$ cat src/rtl/asymmetric_distributed_ram_pkg.sv
// Width helpers shared across the codebase: ceiling log2, power-of-two test
// and integer max, all usable in constant expressions.
package asymmetric_distributed_ram_pkg;

  function automatic int clog2(input int value);
    int result;
    int v;
    result = 0;
    v = value - 1;
    while (v > 0) begin
      result = result + 1;
      v = v >> 1;
    end
    return result;
  endfunction

  function automatic bit is_pow2(input int value);
    return (value > 0) && ((value & (value - 1)) == 0);
  endfunction

  function automatic int max_int(input int a, input int b);
    return (a > b) ? a : b;
  endfunction

endpackage

$ cat src/rtl/asymmetric_distributed_ram.sv
// Distributed RAM with a wide synchronous write port and a narrow asynchronous
// read port; read sub-words are selected little-endian within each wide word.
module asymmetric_distributed_ram
  import asymmetric_distributed_ram_pkg::*;
#(
  parameter int WIDTH_IN  = 64,
  parameter int WIDTH_OUT = 8,
  parameter int DEPTH_IN  = 32,
  localparam int RATIO      = WIDTH_IN / WIDTH_OUT,
  localparam int LOG2_RATIO = clog2(RATIO),
  localparam int DEPTH_OUT  = DEPTH_IN * RATIO,
  localparam int AW_IN      = max_int(clog2(DEPTH_IN), 1),
  localparam int AW_OUT     = AW_IN + LOG2_RATIO
) (
  input  logic                 clk,
  input  logic                 rst,
  input  logic                 we,
  input  logic [AW_IN-1:0]     waddr,
  input  logic [WIDTH_IN-1:0]  d,
  input  logic [AW_OUT-1:0]    raddr,
  output logic [WIDTH_OUT-1:0] q
);

  if ((WIDTH_IN % WIDTH_OUT) != 0 || !is_pow2(RATIO) ||
      DEPTH_IN < 2 || !is_pow2(DEPTH_IN) || DEPTH_OUT != DEPTH_IN * RATIO)
  begin : g_bad_params
    $error("asymmetric_distributed_ram: illegal WIDTH_IN/WIDTH_OUT/DEPTH_IN");
  end

  logic [WIDTH_IN-1:0] mem [DEPTH_IN];

  // Reset clears the whole array; writes are held off for as long as rst is low.
  always_ff @(posedge clk or negedge rst) begin
    if (!rst) begin
      for (int i = 0; i < DEPTH_IN; i++) begin
        mem[i] <= '0;
      end
    end else if (we) begin
      mem[waddr] <= d;
    end
  end

  logic [AW_IN-1:0]                  word_sel;
  logic [RATIO-1:0][WIDTH_OUT-1:0]   slices;

  assign word_sel = raddr[AW_OUT-1:LOG2_RATIO];
  assign slices   = mem[word_sel];

  if (LOG2_RATIO == 0) begin : g_no_slice
    assign q = slices[0];
  end else begin : g_slice
    logic [LOG2_RATIO-1:0] slice_sel;
    assign slice_sel = raddr[LOG2_RATIO-1:0];
    assign q         = slices[slice_sel];
  end

endmodule

$ cat config.mk
export PLATFORM = sky130hd
export DESIGN_NAME = asymmetric_distributed_ram
export DESIGN_NICKNAME = d
export VERILOG_FILES = /design/src/rtl/asymmetric_distributed_ram_pkg.sv /design/src/rtl/asymmetric_distributed_ram.sv
export SDC_FILE = /design/constraint.sdc
export NUM_CORES = 2
export LEC_CHECK = 0
export ABC_AREA = 1
export BUFFER_PORTS_ARGS = -buffer_cell sky130_fd_sc_hd__buf_2
export CAP_MARGIN = 20
export CORE_ASPECT_RATIO = 0.8
export CORE_MARGIN = 2
export CORE_UTILIZATION = 35
export DETAILED_ROUTE_END_ITERATION = 10
export REMOVE_ABC_BUFFERS = 1
export SYNTH_ARGS = -nofsm -noshare
export SYNTH_HDL_FRONTEND = slang
export SYNTH_SLANG_ARGS = --single-unit
$ cat constraint.sdc
create_clock -name clk -period 2.2 [get_ports clk]
set_input_delay 0.55 -clock clk [delete_from_list [all_inputs] [get_ports clk]]
set_output_delay 0.55 -clock clk [all_outputs]
set_load 0.02 [all_outputs]
After elaboration in Yosys (flattened, before gate mapping)

Index checks and enable logic that the tools add are counted.

Muxes and demuxes: 8
Bitwise gates (word level): 2
Order comparisons: 4
Reduce and logical (&&, ||, !) cells: 1

Operators with widths:

| cell               | number |
|---|---|
| $bwmux 2048        | 1 |
| $bmux 64 s5        | 1 |
| $demux 64 s5       | 1 |
| $mux 64            | 3 |
| $bmux 8 s3         | 1 |
| $ge 6x6->1 const B | 2 |
| $not 5->6          | 2 |
| $mux 8             | 1 |
| $lt 6x1->1 const B | 1 |
| $lt 3x4->1 const B | 1 |
| $logic_and 1x1->1  | 1 |

Input bits: 80
Word-level logic and storage cells: 47
Output and inout port bits: 8
Register bits: 2048

Longest topological paths before layout

Depth in word-level cells: 6
Depth in mapped cells: 15
Depth with buffers taken out: 11

Worst setup path after synthesis

No wires, ideal clock.

Path kind: input-to-output
Start: in raddr[3]
End: out q[6]
Cell stages on the path: 15
Data required time: 1650 ps
Buffers on the path: 4
Setup slack: -212 ps
Arrival: 1862 ps
Path through: buf_6 > inv_4 > buf_6 > buf_6 > buf_2 > nand2_1 > nand3_1 > nand3_1 > nand3_1 > nand3_1 > nand3_1 > nand3_1 > nand2_1 > nand2_1 > nand2_1

Cells in the longest elaborated chain, start to end: 6

RTL lines:

| item                                        | line                             | text |
|---|---|---|
| start, declared                             | asymmetric_distributed_ram.sv:20 | `input logic [AW_OUT-1:0] raddr,` |
| $not 5->6 (implied by the code)             | asymmetric_distributed_ram.sv:47 | `assign slices = mem[word_sel];` |
| $bmux 64 s5                                 | asymmetric_distributed_ram.sv:47 |  |
| $mux 64 (implied by the code) (2 in series) | asymmetric_distributed_ram.sv:47 |  |
| $bmux 8 s3                                  | asymmetric_distributed_ram.sv:54 | `assign q = slices[slice_sel];` |
| $mux 8 (implied by the code)                | asymmetric_distributed_ram.sv:54 |  |
| end, declared                               | asymmetric_distributed_ram.sv:21 | `output logic [WIDTH_OUT-1:0] q` |

Every way passes these cells. The select of a mux whose other input is x is not followed.

Worst setup path in the final report

Start: in raddr[3]
End: out q[5]

The elaborated chain is that of the path after synthesis.

==> metrics.md <==
| Metric | Value |
|---|---|
| Status | complete, but fails checks |
| Violated checks | negative setup slack |
| TNS Setup | -7510 ps |
| Post-Syn Instances | 11.5k |
| PnR worst setup slack | -985 ps |
| Worst reg2reg path endpoint | mem[992]$_DFFE_PN0P_ |
| Synth Warn # | 0 |
| R2R setup slack | ~1400 ps |
| First-pass GRT wire length | around 500000 um |
| Nets | 11.7k |
| Vias/cell | 5.41 |
| Required @ worst endpoint | ~1700 ps |
| Synthesized cell area | between 0.09 and 0.1 mm^2 |
| Die Y | 464 um |
| Post-Route Utilization | a little over two fifths |
| Worst Tran Pin Value | 815 ps |
| Top cells by area, synth | dfrtp_1 (55%), nand2_1 (15%), nand3_1 (11%), o21ai_0 (8.2%), clkbuf_1 (2.5%) |
| Final setup vio count | 8 |
| Final wirelength | 342000 um |
| Initial antenna violation count | 8 |
| # H-tree levels | 4 |
| Largest regs | mem x2048 |
| CTS tree | yes |
| Design Area, Final | 0.114 mm^2 |
| Area Overhead vs Synth | 23.4% |
| Layout Cells excl Fill | 15.3k |
| Worst r2r path cells | 3 |
| DP Cell Count | between 10k and 15k |
| Tmin final | 3190 ps |
| DP Wirelength | 200000 um |
| Detailed-route via count | 82.7k |
| Commonest non-fill, non-tap cell in the layout | nand2_1 |
| Reg clk slew, reported paths | about 70 ps |
| Slew Viols, Final | 0 |
| Total grt overflow | 0 |
| Sequential area share after synthesis | 55.4% |
| Yosys top cell area share | 55.4% |
| Total clock sinks | 2048 |
| Psw | 30.0 mW |
| Worst-Skew Late Latency | roughly 870 ps |
| Clk buf depth | 4 |
| Hold Crit Class | in -> async |
| Cell variety after synth | 19 |
| Final hold vios | 0 |
| Top reg by flops | mem |
| Max Fclk | 0.314 GHz |
| Clk pwr share | 35.8% |
| Max-cap viol count | 0 |
| Startpoint types | input port |
| Die ar. | around 0.27 mm^2 |
| Share of cells above drive strength 1 | 14.8% |
| Total power | 104 mW |
| Fill count | 25.6k |
| Period utilisation layout | 145% |
| Root cell of the clock tree | clkbuf_16 |
| Iter 0 DRT Violations | 9466 |
| Post-DP Area | 0.103 mm^2 |
| RSZ-0062 raised after global routing | yes |
| Avg WL per Cell | 22.4 um |
| Setup Crit Path Kind | in -> out |
| Pre-antenna DRT Iters | 6 |
| I/O pin cnt | 88 |
| CTS Buf Count | 204 |
| Setup crit end | q[5] |
| Slew Limit Headroom | between 40% and 50% |
| Remaining DRCs | 0 |
| Power Internal | 74.4 mW |
| Sw frac | 28.7% |
| Pleak | 52.7 nW |
| Vias in the first global route | around 78k |
| Post-route ant nets | 0 |
| Max reg flops | 2048 |
| Port-buffer cells | 87 |
| Synth area leader | dfrtp_1 |
| Final GP Congestion | 0.842 |
| Die Width | 579 um |
| Avg Inst Size Synth | between 8 and 9 um^2 |
| # rows | 168 |
| Total track usage | 24.9% |
| Reg-to-reg startpoint | mem[992]$_DFFE_PN0P_ |
| Initial Util | 35.2% |
| Fin Clk Skew | 0 ps |
| Flops & latches, synth | ~2k |
| Post-Place Setup Slack | -1400 ps |
| Seq pwr share | 47.1% |
| Worst Path Arrival | between 2000 and 3000 ps |
| Commonest cells after routing, fill and taps aside | nand2_1 (3617), dfrtp_1 (2048), nand3_1 (1767) |
| Max IR drop VDD | 589 uV |
| Crit end category | output pin |
| Critical Path Start | raddr[3] |
| Combinational cell fraction of total power | 17.2% |
| Largest net degree at the start of global routing | 110 |
| Hold Worst Slack | 161 ps |
| Worst-path fanout max | 5 |
| Power per cell area | just over 900 mW/mm^2 |
| Core area | between 0.2 and 0.3 mm^2 |
==> Yosys cell counts <==
| cell | n |
|---|---|
| nand2_1 | 3711 |
| dfrtp_1 | 2048 |
| nand3_1 | 2014 |
| o21ai_0 | 1520 |
| clkbuf_1 | 604 |
| nor2_1 | 450 |
| a21oi_1 | 448 |
| buf_2 | 381 |
| o21ai_1 | 84 |
| inv_1 | 73 |
| buf_1 | 46 |
| buf_4 | 40 |
| buf_6 | 18 |
| inv_2 | 10 |
| nor3_2 | 10 |
| nor3_1 | 2 |
| nor4_2 | 2 |
| inv_4 | 1 |
| nor4_1 | 1 |
==> final cells by class <==
class	count	area, um^2	share of cell area (%)
diodes	1	2.50	0.00219
clock buffers	291	5970	5.23
clock inverters	72	1000	0.878
inverters	84	359	0.314
multi-input cells	8242	38100	33.3
flip-flops and latches	2048	51200	44.9
well taps	3485	4360	3.82
repair buffers	1045	13100	11.5
repair inverters	3	80.1	0.0701
==> how the worst min path moves through the flow <==
stage          start                     to  slack, ps  cells after the start
4_1_cts          rst  mem[1027]$_DFFE_PN0P_        120                      2
5_1_grt          rst  mem[1803]$_DFFE_PN0P_        140                      2
2_1_floorplan    rst     mem[0]$_DFFE_PN0P_        250                      0
6_report         rst  mem[1995]$_DFFE_PN0P_        160                      2
3_3_place_gp     rst  mem[1027]$_DFFE_PN0P_        420                      1
3_5_place_dp     rst  mem[1859]$_DFFE_PN0P_        410                      1
==> metal layers <==
metal / vias up / routed length (um) / GRT usage (%)
met5: - / 37 / 0
met4: 4 / 9170 / 6.33
met3: 558 / 28900 / 3.81
met2: 3518 / 151000 / 38.1
met1: 40400 / 153000 / 36.6
li1: 38200 / - / -
==> what timing repair did <==
item / 4_1_cts / 5_1_grt
hold buffers: 3 / 0
buffers inserted: 51 / 27
setup endpoints to repair: 8 / 8
pin swaps: 47 / 102
gates cloned: 35 / 22
resized for setup: 256 / 278
endpoints found under the hold margin: 280 / 0
==> worst max-delay path, cell delays in order <==
cell and delay [ps]:
buf_16 130, buf_16 150, inv_16 70, buf_16 170, buf_12 150, buf_12 150, clkbuf_16 160, nand2_2 50
nand3_2 60, nand3_2 80, nand3_2 90, nand3_4 110, nand3_4 110, nand3_4 130, nand2_2 110, nand2_2 70
nand2_4 90, buf_6 120
==> power groups by stage <==
| stage | clock [mW] | sequential (mW) | combinational (mW) |
|---|---|---|---|
| after floorplan | 0 | 48.6 | 10.3 |
| after global placement | 0 | 49.5 | 16.1 |
| after detailed placement | 0 | 49.5 | 16.6 |
| after CTS | 37.7 | 49.0 | 17.4 |
| after global routing | 39.4 | 50.0 | 20.4 |
| final | 37.3 | 49.1 | 17.9 |
==> logic make-up (layout without fill, tap and decap cells) <==
kind of cell	count (synthesis)	in the layout	synth area share (%)
DFF	2048	2048	55.4
other	0	1	0
buffers and inverters	1173	1495	5.58
and+or+nand+nor	6190	6190	27.9
AOI/OAI and AO/OA	2052	2052	11.1
Note: power is estimated with default switching activity, not from simulation.
